### src/rtl/pipe_pulse_sequencer_pkg.sv
// rtl/pipe_pulse_sequencer_pkg.sv - shared encodings and state type for the pulse sequencer
package pipe_pulse_pkg;

    // edge_mode field encodings (two bits per channel)
    localparam logic [1:0] EDGE_RISE = 2'b00;
    localparam logic [1:0] EDGE_FALL = 2'b01;
    localparam logic [1:0] EDGE_BOTH = 2'b10;
    localparam logic [1:0] EDGE_NONE = 2'b11;

    // retrig_mode encodings (one bit per channel)
    localparam logic RETRIG_IGNORE  = 1'b0;
    localparam logic RETRIG_RESTART = 1'b1;

    typedef enum logic [1:0] {
        IDLE   = 2'b00,
        DELAY  = 2'b01,
        ACTIVE = 2'b10
    } pp_state_t;

    // the shared down-counter must hold either a delay or a length value
    function automatic int max_width(input int a, input int b);
        return (a > b) ? a : b;
    endfunction

endpackage

### src/rtl/pipe_pulse_sequencer_if.sv
// rtl/pipe_pulse_sequencer_if.sv - configuration, trigger and pulse signal bundle
interface pipe_pulse_sequencer_if #(
    parameter int CHANNELS = 4,
    parameter int DELAY_W  = 8,
    parameter int LEN_W    = 8
);
    logic [CHANNELS-1:0]         s;
    logic [CHANNELS-1:0]         pipe_in;
    logic [2*CHANNELS-1:0]       edge_mode;
    logic [CHANNELS-1:0]         retrig_mode;
    logic [DELAY_W*CHANNELS-1:0] delay;
    logic [LEN_W*CHANNELS-1:0]   len;
    logic [CHANNELS-1:0]         pulse;
    logic [CHANNELS-1:0]         pipe_out;
    logic [CHANNELS-1:0]         busy;

    modport master (
        output s, pipe_in, edge_mode, retrig_mode, delay, len,
        input  pulse, pipe_out, busy
    );

    modport slave (
        input  s, pipe_in, edge_mode, retrig_mode, delay, len,
        output pulse, pipe_out, busy
    );
endinterface

### src/rtl/pipe_pulse_sequencer_channel.sv
// rtl/pipe_pulse_sequencer_channel.sv - one channel: edge detect, delay/length FSM, registered outputs
module pipe_pulse_channel
    import pipe_pulse_pkg::*;
#(
    parameter int DELAY_W = 8,
    parameter int LEN_W   = 8
) (
    input  logic               clk,
    input  logic               reset,
    input  logic               s,
    input  logic               pipe_in,
    input  logic [1:0]         edge_mode,
    input  logic               retrig_mode,
    input  logic [DELAY_W-1:0] delay,
    input  logic [LEN_W-1:0]   len,
    output logic               pulse,
    output logic               pipe_out,
    output logic               busy
);
    localparam int CNT_W = max_width(DELAY_W, LEN_W);

    pp_state_t        state, state_n;
    logic [CNT_W-1:0] cnt, cnt_n;
    logic [LEN_W-1:0] len_l, len_l_n;
    logic             pipe_out_n;
    logic             s_prev;
    logic             rise, fall, edge_hit, trig, accept;

    // select the monitored edge; pipe_in is always a trigger source
    always_comb begin
        rise     = s & ~s_prev;
        fall     = ~s & s_prev;
        edge_hit = 1'b0;
        case (edge_mode)
            EDGE_RISE: edge_hit = rise;
            EDGE_FALL: edge_hit = fall;
            EDGE_BOTH: edge_hit = rise | fall;
            default:   edge_hit = 1'b0;
        endcase
        trig   = edge_hit | pipe_in;
        accept = trig && (len != '0);
    end

    // next state: a load behaves identically from IDLE, a restart, or a pulse end
    always_comb begin
        state_n    = state;
        cnt_n      = cnt;
        len_l_n    = len_l;
        pipe_out_n = 1'b0;
        case (state)
            IDLE: begin
                if (accept) begin
                    len_l_n = len;
                    if (delay == '0) begin
                        state_n = ACTIVE;
                        cnt_n   = CNT_W'(len) - CNT_W'(1);
                    end else begin
                        state_n = DELAY;
                        cnt_n   = CNT_W'(delay) - CNT_W'(1);
                    end
                end
            end
            DELAY: begin
                if (accept && (retrig_mode == RETRIG_RESTART)) begin
                    len_l_n = len;
                    if (delay == '0) begin
                        state_n = ACTIVE;
                        cnt_n   = CNT_W'(len) - CNT_W'(1);
                    end else begin
                        state_n = DELAY;
                        cnt_n   = CNT_W'(delay) - CNT_W'(1);
                    end
                end else if (cnt == '0) begin
                    state_n = ACTIVE;
                    cnt_n   = CNT_W'(len_l) - CNT_W'(1);
                end else begin
                    cnt_n = cnt - CNT_W'(1);
                end
            end
            ACTIVE: begin
                if (cnt == '0) begin
                    // completed pulse always reports, even if a new trigger restarts the channel
                    pipe_out_n = 1'b1;
                    state_n    = IDLE;
                end
                if (accept && ((cnt == '0) || (retrig_mode == RETRIG_RESTART))) begin
                    len_l_n = len;
                    if (delay == '0) begin
                        state_n = ACTIVE;
                        cnt_n   = CNT_W'(len) - CNT_W'(1);
                    end else begin
                        state_n = DELAY;
                        cnt_n   = CNT_W'(delay) - CNT_W'(1);
                    end
                end else if (cnt != '0) begin
                    cnt_n = cnt - CNT_W'(1);
                end
            end
            default: state_n = IDLE;
        endcase
    end

    // state, counters and registered outputs
    always_ff @(posedge clk) begin
        if (reset) begin
            state    <= IDLE;
            cnt      <= '0;
            len_l    <= '0;
            s_prev   <= 1'b0;
            pulse    <= 1'b0;
            pipe_out <= 1'b0;
            busy     <= 1'b0;
        end else begin
            state    <= state_n;
            cnt      <= cnt_n;
            len_l    <= len_l_n;
            s_prev   <= s;
            pulse    <= (state_n == ACTIVE);
            pipe_out <= pipe_out_n;
            busy     <= (state_n != IDLE);
        end
    end

endmodule

### src/rtl/pipe_pulse_sequencer.sv
// rtl/pipe_pulse_sequencer.sv - top: CHANNELS independent pulse channels sliced from the bus
module pipe_pulse_sequencer
    import pipe_pulse_pkg::*;
#(
    parameter int CHANNELS = 4,
    parameter int DELAY_W  = 8,
    parameter int LEN_W    = 8
) (
    input logic                    clk,
    input logic                    reset,
    pipe_pulse_sequencer_if.slave  bus
);
    logic [CHANNELS-1:0] pulse_w;
    logic [CHANNELS-1:0] pipe_out_w;
    logic [CHANNELS-1:0] busy_w;

    for (genvar i = 0; i < CHANNELS; i++) begin : g_ch
        pipe_pulse_channel #(
            .DELAY_W (DELAY_W),
            .LEN_W   (LEN_W)
        ) u_ch (
            .clk         (clk),
            .reset       (reset),
            .s           (bus.s[i]),
            .pipe_in     (bus.pipe_in[i]),
            .edge_mode   (bus.edge_mode[2*i +: 2]),
            .retrig_mode (bus.retrig_mode[i]),
            .delay       (bus.delay[DELAY_W*i +: DELAY_W]),
            .len         (bus.len[LEN_W*i +: LEN_W]),
            .pulse       (pulse_w[i]),
            .pipe_out    (pipe_out_w[i]),
            .busy        (busy_w[i])
        );
    end

    assign bus.pulse    = pulse_w;
    assign bus.pipe_out = pipe_out_w;
    assign bus.busy     = busy_w;

endmodule

### src/flat_wrapper.sv
// flat-port wrapper written by rule: the top's interface ports become plain ports
module pipe_pulse_sequencer_flat import pipe_pulse_pkg::*;
#(
    parameter int CHANNELS = 4,
    parameter int DELAY_W  = 8,
    parameter int LEN_W    = 8
)
  (clk, reset, bus_s, bus_pipe_in, bus_edge_mode, bus_retrig_mode, bus_delay, bus_len, bus_pulse, bus_pipe_out, bus_busy);
  pipe_pulse_sequencer_if #(.CHANNELS(CHANNELS), .DELAY_W(DELAY_W), .LEN_W(LEN_W)) bus_i ();
  input logic clk;
  input logic reset;
  input wire logic [$bits(bus_i.s)-1:0] bus_s;
  input wire logic [$bits(bus_i.pipe_in)-1:0] bus_pipe_in;
  input wire logic [$bits(bus_i.edge_mode)-1:0] bus_edge_mode;
  input wire logic [$bits(bus_i.retrig_mode)-1:0] bus_retrig_mode;
  input wire logic [$bits(bus_i.delay)-1:0] bus_delay;
  input wire logic [$bits(bus_i.len)-1:0] bus_len;
  output wire logic [$bits(bus_i.pulse)-1:0] bus_pulse;
  output wire logic [$bits(bus_i.pipe_out)-1:0] bus_pipe_out;
  output wire logic [$bits(bus_i.busy)-1:0] bus_busy;
  assign bus_i.s = bus_s;
  assign bus_i.pipe_in = bus_pipe_in;
  assign bus_i.edge_mode = bus_edge_mode;
  assign bus_i.retrig_mode = bus_retrig_mode;
  assign bus_i.delay = bus_delay;
  assign bus_i.len = bus_len;
  assign bus_pulse = bus_i.pulse;
  assign bus_pipe_out = bus_i.pipe_out;
  assign bus_busy = bus_i.busy;
  pipe_pulse_sequencer #(.CHANNELS(CHANNELS), .DELAY_W(DELAY_W), .LEN_W(LEN_W)) u_core (.clk(clk), .reset(reset), .bus(bus_i));
endmodule
### config.mk
export PLATFORM = sky130hd
export DESIGN_NAME = pipe_pulse_sequencer_flat
export DESIGN_NICKNAME = d
export VERILOG_FILES = /design/src/rtl/pipe_pulse_sequencer_pkg.sv /design/src/rtl/pipe_pulse_sequencer_if.sv /design/src/rtl/pipe_pulse_sequencer_channel.sv /design/src/rtl/pipe_pulse_sequencer.sv /design/src/flat_wrapper.sv
export SDC_FILE = /design/constraint.sdc
export NUM_CORES = 1
export LEC_CHECK = 0
export ABC_CLOCK_PERIOD_IN_PS = 5500
export CAP_MARGIN = 20
export CORE_ASPECT_RATIO = 0.75
export CORE_MARGIN = 2
export CORE_UTILIZATION = 35
export CTS_CLUSTER_SIZE = 8
export DETAILED_ROUTE_END_ITERATION = 10
export HOLD_SLACK_MARGIN = 0.06
export SYNTH_ARGS = -nofsm -noshare
export SYNTH_HDL_FRONTEND = slang
export SYNTH_SLANG_ARGS = --single-unit
### constraint.sdc
create_clock -name clk -period 5.5 [get_ports clk]
set_clock_uncertainty 0.1 [all_clocks]
set_input_delay 1.1 -clock clk [delete_from_list [all_inputs] [get_ports clk]]
set_output_delay 1.1 -clock clk [all_outputs]
set_load 0.01 [all_outputs]
==> run metrics <==
Clk pin slew, worst setup/hold paths 0.07 ns; Post-CTS Setup Bufs 0; PortBufs 97; DRT Pass-1 Iters 5; Routed WL 19400 microns; Max transition margin 45.92%; clock latency on the worst-skew pair 0.35 ns; hpwl dp 14770 microns; count leader, synth nor2_1; highest clock rate 254.5 MHz; IO Pins 98; Post-synth EDFFs 0; worst min-delay path category reg -> reg; PwrDens 318.5 nW/um^2; Post-Syn Area 7028 sq um; Antenna Nets Post-Route 0; yosys warns 0; Finished Core Util 43.12%; vias post-DR 6968; top cell type's share of synthesized area 25.07%; # resized after CTS 0; worst r2r src u_core.g_ch[3].u_ch.cnt[0]; FFs w/ async S/R, synth 0%; Die Width 167.6 microns; max-cap viol count 0; kind of critical path in -> reg; syn avg cell area 7.681 sq um; Max FO, Critical Path 11; Critical Path AT 4.08 ns; Slew Viols, Final 0; Post-Syn Instances 915; CTS tree yes; GRT overflow 0; largest net degree at the start of global routing 43; initial antenna violation count 0; Tcrit/Tclk final 71.43%; VDD IR max 0.0001629 V; final setup fails 0; status completed; syn nets 1037; RSZ-0062 raised after global routing false; drt drc 0; antenna cells 0; vias per cell 5.588; Required @ worst endpoint 5.65 ns; first-pass GRT wire length 32240 microns; CTS root buf clkbuf_16; CTS Sinks 88; Period minus WS final 3.929 ns; CTS max path bufs 2; Die ar. 21240 sq um; Seq/Total Area, Yosys 25.07%; Hold Path Sink u_core.g_ch[2].u_ch.cnt[7]; Synth area leader dfxtp_1; Hold Vio Cnt, Final 0; top cells by area, synth dfxtp_1 25%, nor2_1 7.0%, ha_1 6.4%, mux2i_1 5.6%, a21oi_1 4.6%; Slew @ Worst Pin 0.8113 ns; CORE AREA 19540 sq um; GRT Util Overall 18.36%; register bit count reported by yosys 88; Critical Path End Type flip-flop; Synth top cells by count 131 x nor2_1, 88 x dfxtp_1, 65 x a21oi_1; Static Leak 3.254 nW; Primary FF master, synth dfxtp_1; average wire per standard cell 15.55 microns; Reg2Reg Depth 9; chip height 126.7 microns; setup_tns 0 ns; FF-to-FF End u_core.g_ch[3].u_ch.cnt[5]; Iteration-0 DRC Markers 592; Initial Util 35.96%; reg2reg setup slack 2.30 ns; TritonCTS buffer count 9; area grow syn2layout 19.92%; Netlist cell types 83; RePlAce Congestion 0.9060; Setup crit start kind primary input; layout cells sized above 1 5.433%; Site Rows 44; Hold Path Depth 2; CTS Hold Bufs 0; hold_sp u_core.g_ch[2].u_ch.cnt[7]; nets@finish 1112; pre-CTS setup slack 1.214 ns; number of global-route vias before repair 6387; setup ws final 1.571 ns; H-tree levels 3
-- critical path, cell delays in order --
cell and delay [ns]:
clkdlybuf4s50_1 0.48, inv_1 0.06, ha_1 0.27, and2_1 0.16
o311ai_2 0.55, nand2_2 0.21, a21oi_1 0.69, o21ai_0 0.26
o221a_2 0.29
-- stage by stage --
stage	hold slack, ns	total power [mW]	cell area (sq um)	instances
finish	0.4108	2.684	8428	1247
global placement	0.3873	2.047	8130	1232
floorplan	0.3582	1.733	7028	915
detailed placement	0.3896	2.045	8130	1232
CTS	0.4089	2.685	8428	1247
global route	0.4323	2.881	8428	1247
-- report_power, final --
part           internal (mW)  total [mW]  switching [mW]
logic                  0.524        1.19           0.666
registers              0.744       0.865           0.121
clock network          0.364       0.630           0.266
total                   1.63        2.68            1.05
-- cells by family after synthesis --
family                   share of synthesized area (%)
AO/OA/AOI/OAI                                    25.96
XOR/XNOR                                         6.231
adder cells (fa/ha/maj)                          6.409
buffers and inverters                            5.608
flip-flops                                       25.07
multiplexers                                     5.875
AND/OR/NAND/NOR                                  24.85
-- layout by cell type (no fill, tap or decap), drive strengths merged, types with 5 or more instances in the layout --
cell type / instances
clkbuf: 11
or3: 11
nor3b: 6
xnor2: 30
buf: 5
o221ai: 5
nand2: 49
nand3: 19
mux2i: 39
o21ai: 60
nor2b: 6
or2: 7
and2: 11
ha: 36
o21a: 7
xor2: 20
o31ai: 9
nor4: 14
o211ai: 12
nor2: 131
a21oi: 66
a211oi: 14
dfxtp: 88
clkdlybuf4s50: 96
nand2b: 7
or4: 12
a31oi: 10
a311oi: 9
inv: 49
o221a: 5
o22ai: 11
nor3: 51
nand4: 5
a21o: 12
and3: 6
-- worst max-delay path by stage --
stage,startpoint,endpoint,slack [ns],cells past startpoint
3_3_place_gp,bus_s[2],u_core.g_ch[2].u_ch.cnt[5],1.35,10
6_report,bus_s[2],u_core.g_ch[2].u_ch.cnt[3],1.57,9
5_1_grt,bus_delay[17],u_core.g_ch[2].u_ch.cnt[6],1.31,11
4_1_cts,bus_s[2],u_core.g_ch[2].u_ch.cnt[3],1.61,9
2_1_floorplan,bus_delay[17],u_core.g_ch[2].u_ch.cnt[6],2.06,11
3_5_place_dp,bus_s[2],u_core.g_ch[2].u_ch.cnt[3],1.21,9
-- flip-flops by register name (all words and copies together) (netlist names) --
name	cells
u_core.g_ch.u_ch.cnt	32
u_core.g_ch.u_ch.len_l	32
u_core.g_ch.u_ch.state	8
u_core.g_ch.u_ch.busy	4
u_core.g_ch.u_ch.pipe_out	4
u_core.g_ch.u_ch.pulse	4
u_core.g_ch.u_ch.s_prev	4
-- layout make-up --
class	count	area [sq um]
repair buffers	101	996.0
fillers	1964	11120
well taps	253	316.6
clock inverters	4	55.05
clock buffers	11	242.7
flip-flops and latches	88	1762
inverters	49	183.9
multi-input cells	741	4872
-- per-layer routing --
layer  track usage, %  vias to the layer above  routed length, microns
met4            3.683                        0                     153
li1                 -                     3528                       -
met5                0                        -                       0
met2            26.02                      236                    7506
met3            3.401                       13                    1153
met1            28.54                     3191                   10580
Note: power is estimated with default switching activity, not from simulation.
